==> src/rtl/proc_pkg.sv <==
// Shared encodings for the 16-bit processor control path: opcodes, ALU ops,
// sequencer states and instruction field positions.
package proc_pkg;

  typedef enum logic [3:0] {
    OPC_ADD  = 4'h0,
    OPC_SUB  = 4'h1,
    OPC_NAN  = 4'h2,
    OPC_MOV  = 4'h3,
    OPC_LDI  = 4'h4,
    OPC_JMP  = 4'h5,
    OPC_BZ   = 4'h6,
    OPC_HALT = 4'hF
  } opcode_e;

  typedef enum logic [1:0] {
    OP_ADD   = 2'b00,
    OP_SUB   = 2'b01,
    OP_NAND  = 2'b10,
    OP_PASSB = 2'b11
  } alu_op_e;

  typedef enum logic [2:0] {
    S_FETCH,
    S_DECODE,
    S_EXEC,
    S_WB,
    S_HALT
  } state_e;

  localparam int unsigned OPC_MSB = 15;
  localparam int unsigned OPC_LSB = 12;
  localparam int unsigned RD_MSB  = 11;
  localparam int unsigned RD_LSB  = 8;
  localparam int unsigned RA_MSB  = 7;
  localparam int unsigned RA_LSB  = 4;
  localparam int unsigned RB_MSB  = 3;
  localparam int unsigned RB_LSB  = 0;
  localparam int unsigned IMM_MSB = 7;
  localparam int unsigned IMM_LSB = 0;

endpackage

==> src/rtl/seq_decode.sv <==
// Combinational opcode decoder: maps the IR opcode to ALU/immediate controls
// and the instruction-class flags the sequencer FSM branches on.
module seq_decode
  import proc_pkg::*;
(
  input  logic [3:0] opc_i,
  output logic [1:0] op_sel_o,
  output logic       imm_sel_o,
  output logic       writes_reg_o,
  output logic       sets_flag_o,
  output logic       is_jump_o,
  output logic       is_bz_o,
  output logic       is_halt_o
);

  always_comb begin
    op_sel_o     = OP_ADD;
    imm_sel_o    = 1'b0;
    writes_reg_o = 1'b0;
    sets_flag_o  = 1'b0;
    is_jump_o    = 1'b0;
    is_bz_o      = 1'b0;
    is_halt_o    = 1'b0;
    case (opc_i)
      OPC_ADD: begin op_sel_o = OP_ADD;   writes_reg_o = 1'b1; sets_flag_o = 1'b1; end
      OPC_SUB: begin op_sel_o = OP_SUB;   writes_reg_o = 1'b1; sets_flag_o = 1'b1; end
      OPC_NAN: begin op_sel_o = OP_NAND;  writes_reg_o = 1'b1; sets_flag_o = 1'b1; end
      OPC_MOV: begin op_sel_o = OP_PASSB; writes_reg_o = 1'b1; end
      OPC_LDI: begin op_sel_o = OP_PASSB; writes_reg_o = 1'b1; imm_sel_o = 1'b1; end
      OPC_JMP:  is_jump_o = 1'b1;
      OPC_BZ:   is_bz_o   = 1'b1;
      OPC_HALT: is_halt_o = 1'b1;
      default: ; // 7..E are NOPs
    endcase
  end

endmodule

==> src/rtl/alu_sequencer.sv <==
// Multicycle control unit: accepts instructions over valid/ready and sequences
// regfile reads, ALU op selection, immediate muxing, writeback, PC and zero flag.
module alu_sequencer
  import proc_pkg::*;
#(
  parameter int unsigned PC_W = 8,
  parameter int unsigned RA_W = 4
) (
  input  logic            clk,
  input  logic            reset,
  input  logic            instrValid,
  input  logic [15:0]     instrData,
  output logic            instrReady,
  input  logic [15:0]     aluResult,
  output logic [RA_W-1:0] rdAddrA,
  output logic [RA_W-1:0] rdAddrB,
  output logic [1:0]      opSelect,
  output logic            immSelect,
  output logic [15:0]     immData,
  output logic            wrEnable,
  output logic [RA_W-1:0] wrAddr,
  output logic [PC_W-1:0] pc,
  output logic            zeroFlag,
  output logic            halted
);

  state_e          state_q, state_d;
  logic [15:0]     ir_q, ir_d;
  logic [PC_W-1:0] pc_q, pc_d;
  logic            zero_q, zero_d;

  logic [1:0]      dec_op;
  logic            dec_imm, dec_writes, dec_sets_flag, dec_jump, dec_bz, dec_halt;
  logic            ready, drive, wr;
  logic [PC_W-1:0] imm_ext;

  seq_decode u_decode (
    .opc_i        (ir_q[OPC_MSB:OPC_LSB]),
    .op_sel_o     (dec_op),
    .imm_sel_o    (dec_imm),
    .writes_reg_o (dec_writes),
    .sets_flag_o  (dec_sets_flag),
    .is_jump_o    (dec_jump),
    .is_bz_o      (dec_bz),
    .is_halt_o    (dec_halt)
  );

  assign imm_ext = PC_W'(ir_q[IMM_MSB:IMM_LSB]);

  always_comb begin
    state_d = state_q;
    ir_d    = ir_q;
    pc_d    = pc_q;
    zero_d  = zero_q;
    ready   = 1'b0;
    drive   = 1'b0;
    wr      = 1'b0;
    case (state_q)
      S_FETCH: begin
        ready = 1'b1;
        if (instrValid) begin
          ir_d    = instrData;
          pc_d    = pc_q + PC_W'(1);
          state_d = S_DECODE;
        end
      end
      S_DECODE: begin
        drive = 1'b1;
        if (dec_halt) begin
          state_d = S_HALT;
        end else if (dec_jump || dec_bz) begin
          // A taken branch replaces the +1 applied at accept.
          if (dec_jump || zero_q) pc_d = imm_ext;
          state_d = S_FETCH;
        end else if (dec_writes) begin
          state_d = S_EXEC;
        end else begin
          state_d = S_FETCH;
        end
      end
      S_EXEC: begin
        drive   = 1'b1;
        state_d = S_WB;
      end
      S_WB: begin
        drive = 1'b1;
        wr    = 1'b1;
        if (dec_sets_flag) zero_d = (aluResult == 16'h0000);
        state_d = S_FETCH;
      end
      S_HALT:  state_d = S_HALT;
      default: state_d = S_FETCH;
    endcase
  end

  always_ff @(posedge clk) begin
    if (reset) begin
      state_q <= S_FETCH;
      ir_q    <= '0;
      pc_q    <= '0;
      zero_q  <= '0;
    end else begin
      state_q <= state_d;
      ir_q    <= ir_d;
      pc_q    <= pc_d;
      zero_q  <= zero_d;
    end
  end

  // Outputs are forced low while reset is high so an aborted WB never strobes.
  assign instrReady = ~reset & ready;
  assign rdAddrA    = (drive && !reset) ? RA_W'(ir_q[RA_MSB:RA_LSB]) : '0;
  assign rdAddrB    = (drive && !reset) ? RA_W'(ir_q[RB_MSB:RB_LSB]) : '0;
  assign opSelect   = (drive && !reset) ? dec_op : '0;
  assign immSelect  = drive & ~reset & dec_imm;
  assign immData    = (drive && !reset) ? {8'h00, ir_q[IMM_MSB:IMM_LSB]} : '0;
  assign wrEnable   = wr & ~reset;
  assign wrAddr     = (wr && !reset) ? RA_W'(ir_q[RD_MSB:RD_LSB]) : '0;
  assign pc         = reset ? '0 : pc_q;
  assign zeroFlag   = ~reset & zero_q;
  assign halted     = ~reset & (state_q == S_HALT);

endmodule

==> config.mk <==
export PLATFORM = sky130hd
export DESIGN_NAME = alu_sequencer
export DESIGN_NICKNAME = d
export VERILOG_FILES = /design/src/rtl/proc_pkg.sv /design/src/rtl/seq_decode.sv /design/src/rtl/alu_sequencer.sv
export SDC_FILE = /design/constraint.sdc
export NUM_CORES = 1
export LEC_CHECK = 0
export CAP_MARGIN = 10
export CORE_ASPECT_RATIO = 0.8
export CORE_MARGIN = 2
export CORE_UTILIZATION = 35
export DETAILED_ROUTE_END_ITERATION = 6
export HOLD_SLACK_MARGIN = 0.06
export PLACE_DENSITY = 0.78
export SYNTH_ARGS = -nofsm -noshare
export SYNTH_HDL_FRONTEND = slang
export SYNTH_SLANG_ARGS = --single-unit
==> constraint.sdc <==
create_clock -name clk -period 2.45 [get_ports clk]
set_clock_uncertainty 0.2 [all_clocks]
set_input_delay 0.3675 -clock clk [delete_from_list [all_inputs] [get_ports clk]]
set_output_delay 0.3675 -clock clk [all_outputs]
set_load 0.05 [all_outputs]
==> reports/results.tsv, run 1 <==
metric	value	unit
status	completed	
final setup margin	0.0556	ns
top area cells in the synthesized netlist	dfxtp_1, nand2_1, buf_4, a21oi_1, and2_1	
Post-Synth Adder-Cell Area	0.727	%
clk sinks	28	
Worst setup SP type	input port	
vias in the first global route	1599	
core area	0.00465	mm2
row count	22	
RSZ-0062 raised after global routing	false	
Hold WC Path Type	reg -> reg	
setup violators final	0	
Die Footprint	0.00550	mm2
largest net degree at the start of global routing	25	
hpwl dp	3.86	mm
Static Leak	1.08	nW
layout cells sized above 1	25.4	%
placed inst area	0.00280	mm2
final instance area	0.00288	mm2
Max Slew Vio Count	0	
Crit. End Element	output port	
Place WS	0.0601	ns
DRT iter0 DRCs	171	
Worst IR Drop VDD	0.337	mV
Synth Instances	222	
antenna-violating nets left	0	
clk buf depth	2	
Synth top area share	32.6	%
area leader, netlist	dfxtp_1	
Compound-Gate Fraction of Synth Area	17.0	%
Clk pin slew, worst setup/hold paths	0.10	ns
worst hold margin	0.256	ns
Die W	82.4	um
Non-Filler Instances	343	
synthesized flop and latch total	28	
global-route wire length before repair	7.94	mm
vias per std cell	5.21	
XOR/XNOR Fraction of Synth Area	0	%
Simple-Gate Fraction of Synth Area	34.3	%
initial antenna violation count	0	
via count	1787	
placed cell count	339	
largest family of logic cells by synthesized area	simple AND/OR/NAND/NOR gates	
chip height	66.7	um
Critical Path AT	1.83	ns
EDFF count, synth	0	
Max Clock Freq	418	MHz
register area share after synthesis	32.6	%
number of max-cap violations	0	
DRT Pass-1 Iters	4	
DR DRC count	0	
Top FF cell, synth	dfxtp_1	
# H-tree levels	1	
Worst R2R Setup Slack	0.52	ns
Netlist cell types	45	
Initial Util	37.0	%
Final Hold Viols	0	
Final #Nets	320	
Syn. warnings	0	
CTS root buf	clkbuf_8	
Inserted Diodes	0	
GRT Overall Usage	18.9	%
number of fill cells in the layout	380	
total power	1.24	mW
PD cells	433	mW/mm2
Mean Syn Cell Area	7.76	um2
worst-path maximum fanout	3	
clk_lat worst skew	0.28	ns
Num CTS Buffers	3	
critical path type	in -> out	
IO buf count	69	
period utilization	97.7	%
Req. time, crit path	1.88	ns
Synth top cells by count	nand2_1, dfxtp_1, a21oi_1, buf_4	
ys async rst share	0	%
drt wl/cell	14.4	um
Syn Std Cell Area	0.00172	mm2
total grt overflow	0	
CTS tree	done	
fin crit period	2.39	ns
gp weighted congestion	0.879	
final wirelength	4.94	mm
mux contribution to synthesized area	3.20	%
count leader, synth	nand2_1	
synth-to-layout area growth	67.1	%
hold buffer count at cts	0	
Top Ports	78	
==> metrics by stage <==
step                      util [%]  TNS [ns]
after floorplan                  -   -0.0284
after global placement        60.1         0
after detailed placement      60.1         0
after CTS                     61.7         0
after global routing          61.8         0
final                         61.8         0
==> critical path, stage by stage <==
cell and delay, ns:
clkdlybuf4s50_1 0.42, or2_2 0.31, or2_2 0.35, nor3_4 0.22
buf_12 0.16
==> routing by layer <==
metal  global-route usage [%]  vias up  part of all wire (%)  routed length [um]
met2                     28.2       74                    47                2300
met1                     26.3      822                    43                2120
met4                     4.38        0                   1.6                  78
met5                        0        -                     0                   0
met3                     5.96        8                   9.0                 444
li1                         -      883                     -                   -
==> repair_timing <==
action,4_1_cts,5_1_grt
hold endpoints to repair,0,0
resized for setup,1,2
setup endpoints to repair,6,4
setup buffers,0,0
==> flip-flops by register name, indices dropped and copies added, names as in the netlist <==
name     count
pc_q         8
zero_q       1
ir_q        16
state_q      3
==> power by group <==
| part | switching [mW] | total (mW) | internal, mW |
|---|---|---|---|
| Clock | 0.147 | 0.366 | 0.219 |
| Combinational | 0.196 | 0.360 | 0.163 |
| Sequential | 0.0359 | 0.519 | 0.483 |
==> area by class of cell <==
class | count | area, um2 | area share, %
inverter | 3 | 11.3 | 0.391
timing repair buffer | 80 | 1120 | 39.1
sequential | 28 | 563 | 19.6
clock buffer | 3 | 41.3 | 1.44
tap | 60 | 75.1 | 2.61
clock inverter | 1 | 30.0 | 1.04
multi-input combinational | 168 | 1030 | 35.9
==> worst paths after layout <==
kind	from	endpoint	cells after the start
max	reset	opSelect[1]	5
min	ir_q[10]	ir_q[10]	2
max reg2reg	state_q[0]	pc_q[5]	5
min reg2reg	ir_q[10]	ir_q[10]	2
==> logic make-up after synthesis <==
kind of cell    after synthesis
simple gates                107
compound gates               47
buf+inv                      33
flops                        28
mux                           5
fa+ha+maj                     1
other cells                   1
==> placed cells by master (no fill, tap or decap), types with 2 or more instances in the layout <==
master	instances
a21oi_1	22
a31oi_1	3
and2_1	4
and2_2	8
and4_1	2
buf_12	35
buf_4	11
clkbuf_8	3
clkdlybuf4s50_1	34
conb_1	8
dfxtp_1	26
dfxtp_2	2
inv_1	3
mux2i_1	4
nand2_1	35
nand3_1	5
nor2_1	11
nor2b_1	10
nor3_1	3
nor3_2	2
nor3_4	2
nor3b_1	2
nor4_1	6
nor4b_1	2
nor4b_2	2
o21ai_0	5
o21bai_1	2
o31ai_1	7
or2_2	2
or3_1	2
No activity file was read; power rests on OpenSTA's default activity.
==> run 2, diff against run 1 <==
CORE_UTILIZATION = 42   (was 35)
PLACE_DENSITY = 0.9   (was 0.78)
==> run 2 against run 1 <==
Against the previous run: power grew 0.97%; sequential cell count unchanged; non-clock buffer count is 1 higher; cell area hardly changed; clock-buffer cell count unchanged; critical path type unchanged; highest routed layer unchanged.
==> reports/results.tsv, run 2 (synthesized netlist as in run 1, its figures left out) <==
metric	value	unit	change
status	completed		
Reg2Reg Depth	5		unchanged
Clk pin slew, worst setup/hold paths	0.10	ns	about the same
worst-path maximum fanout	3		unchanged
Max Clock Freq	417	MHz	-0.18%
DRT Pass-1 Iters	4		unchanged
met3 wire len	430	um	-3.2%
Worst setup SP type	input port		
clk_lat worst skew	0.28	ns	about the same
Final #Nets	321		+0.31%
crit-path cells	clkdlybuf4s50_1 > or2_2 > or2_2 > nor3_4 > buf_12		
# H-tree levels	1		unchanged
Num CTS Buffers	3		unchanged
drt wl/cell	15.5	um	+7.3%
Crit-path slowest cell	clkdlybuf4s50_1		
fin crit period	2.40	ns	+0.00438 ns
vias per std cell	5.42		+4.1%
Max Slew Vio Count	0		unchanged
Hold Crit Endpoint	ir_q[9]		
register area	561	um2	-0.44%
final setup margin	0.0512	ns	-0.00438 ns
HP Start	ir_q[9]		
Crit path max-delay family	simple AND/OR/NAND/NOR gates		
Most flops, register	ir_q		
Die W	75.6	um	-8.3%
core area	0.00385	mm2	-17%
fin util	74.7	%	+13 points
PD cells	437	mW/mm2	+0.93%
placed inst area	0.00280	mm2	about the same
worst hold margin	0.259	ns	+0.00327 ns
initial antenna violation count	0		unchanged
number of max-cap violations	0		unchanged
r2r startpoint	state_q[0]		
footprint of the multi-input gates	0.00103	mm2	+0.24%
total grt overflow	0		unchanged
critical path type	in -> out		
Req. time, crit path	1.88	ns	about the same
hold path cells	2		unchanged
worst reg2reg endpoint	pc_q[5]		
Critical Path AT	1.83	ns	about the same
highest metal used	met4		
Final Hold Viols	0		unchanged
biggest regs	ir_q (16), pc_q (8), state_q (3)		
WP buf/inv	2		unchanged
final wirelength	5.24	mm	+6.0%
Inserted Diodes	0		unchanged
hpwl dp	3.84	mm	-0.71%
met2 WL	2.50	mm	+8.6%
RSZ-0062 raised after global routing	false		
via count	1839		+2.9%
number of fill cells in the layout	265		-30%
most frequent cells in the layout	nand2_1, buf_12, clkdlybuf4s50_1		
period utilization	97.9	%	+0.18 points
max reg flops	16		unchanged
Top Ports	78		unchanged
vias in the first global route	1818		+14%
antenna-violating nets left	0		unchanged
Place WS	0.0661	ns	+0.00601 ns
CTS tree	done		
gp weighted congestion	0.925		+5.3%
DRT met1 WL	2.17	mm	+2.3%
final instance area	0.00288	mm2	about the same
Worst R2R Setup Slack	0.44	ns	-0.08 ns
CTS root buf	clkbuf_8		
cell mode on critical path	or2_2		
clk sinks	28		unchanged
largest net degree at the start of global routing	24		-4.0%
chip height	61.3	um	-8.2%
Initial Util	44.7	%	+7.7 points
Worst path max stage delay	0.41	ns	about the same
Post-CTS Setup Inserts	0		unchanged
DRT iter0 DRCs	259		+51%
GRT Overall Usage	24.4	%	+5.5 points
DR DRC count	0		unchanged
Hold WC Path Type	reg -> reg		
Worst IR Drop VDD	0.300	mV	-11%
synth-to-layout area growth	67.2	%	about the same
IO buf count	69		unchanged
clk buf depth	2		unchanged
global-route wire length before repair	8.52	mm	+7.3%
setup violators final	0		unchanged
layout cells sized above 1	25.4	%	-0.090 points
Crit. End Element	output port		
Die Footprint	0.00463	mm2	-16%
Static Leak	1.09	nW	+0.39%
row count	20		-9.1%
## run 2: cell count changes in the layout (fill, tap and decap cells not counted), sizes merged
| cell | change |
|---|---|
| buf | +1 |
## run 2: routing by layer
| metal | global-route usage [%] | vias up |
|---|---|---|
| li1 | - | 877 |
| met1 | 32.2 | 865 |
| met2 | 37.6 | 83 |
| met3 | 6.38 | 14 |
| met4 | 11.0 | 0 |
| met5 | 0 | - |
## run 2: report_power, final
group | switching, mW | internal, mW
clock network | 0.151 | 0.219
logic | 0.203 | 0.166
registers | 0.0357 | 0.482
## run 2: final cells by class
| class | instances | area share, % |
|---|---|---|
| Clock inverter | 1 | 1.04 |
| Inverter | 3 | 0.391 |
| Sequential cell | 28 | 19.5 |
| Clock buffer | 3 | 1.43 |
| Multi-Input combinational cell | 168 | 36.0 |
| Timing Repair Buffer | 81 | 39.3 |
| Tap cell | 55 | 2.39 |
## run 2: repair_timing
action                                 4_1_cts  5_1_grt
resized for setup                            0        2
endpoints found under the hold margin        0        0
setup endpoints to repair                    0       19
hold buffers                                 0        0
## run 2: metrics by stage
| step | setup TNS [ns] | total power, mW | instances |
|---|---|---|---|
| 6_report | 0 | 1.26 | 339 |
| 5_1_grt | 0 | 1.31 | 339 |
| 4_1_cts | 0 | 1.25 | 339 |
| 3_5_place_dp | 0 | 0.888 | 335 |
| 3_3_place_gp | 0 | 0.876 | 335 |
| 2_1_floorplan | -0.0284 | 0.739 | 229 |
## run 2: worst max path at each step
stage	startpoint	endpoint	slack [ns]	depth (start not counted)
after floorplan	reset	halted	-0.03	4
after global placement	reset	immData[3]	0.06	6
final	reset	opSelect[0]	0.05	5
after global routing	state_q[2]	opSelect[0]	0.02	4
after CTS	reset	rdAddrB[1]	0.03	6
after detailed placement	reset	opSelect[0]	0.07	5
## run 2: worst register-to-register path, stage by stage, from the launching register on
cell and delay, ns:
dfxtp_1 0.40, buf_4 0.21, nor3b_1 0.34, o21bai_2 0.09
or2_1 0.34, mux2_4 0.33
==> RTL change 1: new RTL, settings of run 1 <==
The 5 states of `state_e` get a one-hot encoding in 5 bits.
--- a/src/rtl/proc_pkg.sv
+++ b/src/rtl/proc_pkg.sv
@@ -20,12 +20,12 @@
     OP_PASSB = 2'b11
   } alu_op_e;
 
-  typedef enum logic [2:0] {
-    S_FETCH,
-    S_DECODE,
-    S_EXEC,
-    S_WB,
-    S_HALT
+  typedef enum logic [4:0] {
+    S_FETCH  = 5'b00001,
+    S_DECODE = 5'b00010,
+    S_EXEC   = 5'b00100,
+    S_WB     = 5'b01000,
+    S_HALT   = 5'b10000
   } state_e;
 
   localparam int unsigned OPC_MSB = 15;
Behaviour: same outputs for any inputs over 10 cycles, from zero or initial values and one cycle with reset high; not proved beyond that.
==> RTL change 1 against run 1 <==
- setup slack is essentially flat
- cell count grew 7.9%
- count of clock-buffer cells in the layout grew 4
- sequential cell count grew 2
- wire length grew 7.5%
- power grew 3.5%
- cell area grew 5.6%
- area after synthesis grew 11%
- via count grew 7.0%
==> RTL change 1: results (changes against run 1) <==
metric,value,unit,change
power.leakage,1.183,nW,+9.4%
syn_avg_cell_area,7.741,um^2,-0.18%
drtIter0Drc,102,,-40%
r2r_start,state_q[0],,
route.met3.wl,357,um,-20%
max_stage_delay,0.46,ns,+0.04 ns
use_met1,21.49,%,-4.8 points
top_regs,"ir_q x16, pc_q x8, state_q x5",,
ir_drop,0.2270,mV,-33%
cts_made_buffers,5,,+2
r2r_slack,0.59,ns,+0.07 ns
path_clk_slew,0.06,ns,-0.04 ns
grt_first_pass_wirelength,8.183,mm,+3.0%
status,completed,,
synth_common_cells,"nand2_1, dfxtp_1, a21oi_1",,
wl_met1,2.375,mm,+12%
netlist_top_cells_area,"dfxtp_1, buf_4, nand2_1",,
first_pass_iters,5,,+1
timing.rr.end,pc_q[7],,
num-nets-final,343,,+7.2%
routed_wl,5.313,mm,+7.5%
placed_area,0.002909,mm^2,+4.0%
hpwlAfterDp,3.948,mm,+2.2%
synth_seq_area_share,31.54,%,-1.0 points
use_met2,26.67,%,-1.6 points
viasPerCell,5.168,,-0.81%
internal-power,0.8878,mW,+2.6%
htreeDepth,2,,+1
cp_max_fo,5,,+2
worstSetupEndpoint,opSelect[0],,
wl_met2,2.504,mm,+8.8%
gp_congestion,0.8659,,-1.4%
synth.distinct_cells,54,,+20%
grt_use_met3,4.728,%,-1.2 points
max_freq,417.6,MHz,about the same
grt_max_degree,16,,-36%
[RTL change 1: cell types whose count changed after synthesis, moves of 3 or more]
| cell | delta |
|---|---|
| a211oi_1 | +4 |
| a31oi_1 | -3 |
| buf_4 | +4 |
| clkbuf_1 | -3 |
| inv_1 | +4 |
| nand2b_1 | +6 |
| nand3_1 | +3 |
| nor4b_1 | -3 |
| o22ai_1 | +3 |
| o31ai_1 | -6 |
[RTL change 1: kinds of logic (layout without fill, tap and decap cells)]
logic type,count (synthesis),count (layout),synth area share (%)
compound gates,59,60,21.49
xor+xnor,1,1,0.4600
fa+ha+maj,1,1,0.6569
buf+inv,39,93,12.42
flops,30,30,31.54
mux,3,3,1.577
other cells,1,8,0.1969
simple gates,112,112,31.67
[RTL change 1: worst min-delay path by stage]
stage / from / end / slack (ns) / depth (start not counted)
after floorplan: ir_q[10] / ir_q[10] / 0.23 / 2
after global placement: ir_q[10] / ir_q[10] / 0.24 / 2
after detailed placement: ir_q[8] / ir_q[8] / 0.25 / 2
after CTS: ir_q[8] / ir_q[8] / 0.26 / 2
after global routing: ir_q[8] / ir_q[8] / 0.28 / 2
final: ir_q[8] / ir_q[8] / 0.25 / 2
[RTL change 1: layout make-up]
type	instances	area [um^2]
clock buffers	7	86.33
clock inverters	1	5.005
fillers	442	2085
inverters	7	26.28
multi-input cells	185	1132
flip-flops and latches	30	601.8
well taps	62	77.57
repair buffers	78	1109
[RTL change 1: power groups by stage]
stage	clock (mW)	sequential, mW	combinational (mW)
3_3_place_gp	0	0.558	0.304
2_1_floorplan	0	0.545	0.210
4_1_cts	0.427	0.550	0.308
3_5_place_dp	0	0.561	0.307
6_report	0.421	0.553	0.315
5_1_grt	0.444	0.558	0.338
==> RTL change 2: new RTL, config.mk and constraints of run 1 <==
Made on the original files. The parameter `PC_W` goes from 8 to 12.
--- a/src/rtl/alu_sequencer.sv
+++ b/src/rtl/alu_sequencer.sv
@@ -3,7 +3,7 @@
 module alu_sequencer
   import proc_pkg::*;
 #(
-  parameter int unsigned PC_W = 8,
+  parameter int unsigned PC_W = 12,
   parameter int unsigned RA_W = 4
 ) (
   input  logic            clk,
Ports: changed (resized pc); port bits go from 78 to 82. No check against the original RTL was run, so the function may have changed too.
==> RTL change 2 against run 1 <==
- count of clock-buffer cells in the layout is 3 higher
- critical path type is now flip-flop to primary output
- critical path depth stayed put
- cell area is 8.9% higher
- utilization is 3.2 points lower
- synthesized cell count is 13% higher
- sequential cell count is 4 higher
- combinational power is 8.3% lower
- area after synthesis is 11% higher
- sequential share of layout area is 0.88 points higher
- setup slack better by 0.031 ns
- power is 14% higher
- wire length is 4.1% higher
==> RTL change 2: results (changes against run 1) <==
metric,value,unit,change
status,completed,,
htreeDepth,2,,+1
p_clk_share,35.8,%,+6.4 points
use_met1,25.40,%,-0.90 points
multiInputGateArea,0.001110,mm^2,+7.5%
n_clock_buffer,6,,+3
use_met2,26.58,%,-1.6 points
antenna_found_initial,0,,unchanged
vias,1963,,+9.8%
route.met3.wl,425,um,-4.3%
io_buffers,73,,+5.8%
buf_share,37.71,%,-1.3 points
path_clk_slew,0.07,ns,-0.03 ns
top_register,ir_q,,
wl_met1,2.338,mm,+10%
clk_latency,0.29,ns,
hpwlAfterDp,3.925,mm,+1.6%
grt_use_met3,5.792,%,-0.17 points
synth_common_cells,"nand2_1, dfxtp_1, a21oi_1",,
hold_class,flip-flop to flip-flop,,
drive_above_1_share,20.57,%,-4.9 points
wl_met2,2.323,mm,+0.91%
dp_slack,0.1091,ns,+0.04899 ns
nNonClkBuffers,81,,+1.3%
grt_first_pass_wirelength,8.763,mm,+10%
cp-startpoint,state_q[0],,
crit_family,simple AND/OR/NAND/NOR gates,,
multi_input_comb_cells,192,,+14%
grt_max_degree,32,,+28%
seq_share,20.46,%,+0.88 points
highest_layer,met4,,
worstPathArrival,1.80,ns,-0.03 ns
max_stage_delay,0.53,ns,+0.11 ns
fillerInstances,458,,+21%
comb-power,0.330,mW,-8.3%
netlist_top_cells_area,"dfxtp_1, a21oi_1, nand2_1",,
cts_made_buffers,5,,+2
synth_warnings,0,,unchanged
track_usage,18.27,%,-0.62 points
top_regs,"ir_q x16, pc_q x12, state_q x3",,
switchingPower,0.4242,mW,+12%
grt_pass1_vias,1881,,+18%
num-nets-final,351,,+9.7%
clk_path_buf_depth,2,,unchanged
ir_drop,0.2619,mV,-22%
cp_max_fo,9,,+6
power.leakage,1.209,nW,+12%
tightest_slew,0.6614,ns,
gp_congestion,0.7849,,-11%
synth_seq_area_share,33.55,%,+0.99 points
drtIter0Drc,209,,+22%
ys_ff_latch,32,,+14%
routed_wl,5.149,mm,+4.1%
cp_slowest_cell,dfxtp_1,,
synth.distinct_cells,47,,+4.4%
clock_cell_area_share,3.436,%,+0.96 points
async_flop_share,0,%,unchanged
RTL change 2: cell types whose count changed after synthesis, sizes merged, moves of 4 or more:
cell and change:
and3 +4, nand2b +5, a21oi +9, dfxtp +4, nand3 +4, o21ai +5
RTL change 2: path summary, 6_finish.rpt:
path                endpoint  depth (start not counted)  slack [ns]
setup reg to reg     pc_q[6]                          6        0.39
hold reg to reg     ir_q[10]                          2        0.26
hold / removal      ir_q[10]                          2        0.26
setup / recovery  immData[1]                          5        0.09
RTL change 2: cells by family after synthesis:
logic type | after synthesis | share of synthesized area (%)
simple gates | 124 | 36.30
flops | 32 | 33.55
xor+xnor | 1 | 0.4588
buf+inv | 33 | 10.94
mux | 3 | 1.573
other cells | 1 | 0.1964
fa+ha+maj | 1 | 0.6552
compound gates | 55 | 16.32
RTL change 2: worst reg2reg max path, cell delays in order, from the launching register on:
cell      delay, ns
dfxtp_1        0.53
buf_4          0.23
nand2b_1       0.10
nor2_1         0.52
nor3_1         0.11
a21oi_1        0.16
o22ai_1        0.09
RTL change 2: per-stage QoR:
| step | total power [mW] | std cells | area [um^2] | util, % | setup TNS [ns] |
|---|---|---|---|---|---|
| 2_1_floorplan | 0.7854 | 257 | 1954 | - | -0.07122 |
| 3_3_place_gp | 0.9142 | 373 | 3019 | 56.48 | 0 |
| 3_5_place_dp | 0.9211 | 373 | 3019 | 56.48 | 0 |
| 4_1_cts | 1.423 | 381 | 3127 | 58.50 | 0 |
| 5_1_grt | 1.479 | 381 | 3132 | 58.59 | -0.001343 |
| 6_report | 1.421 | 381 | 3132 | 58.59 | 0 |
RTL change 2: repair_timing:
item	CTS	global route
resized for setup	0	1
buffers inserted	0	0
setup endpoints to repair	0	1
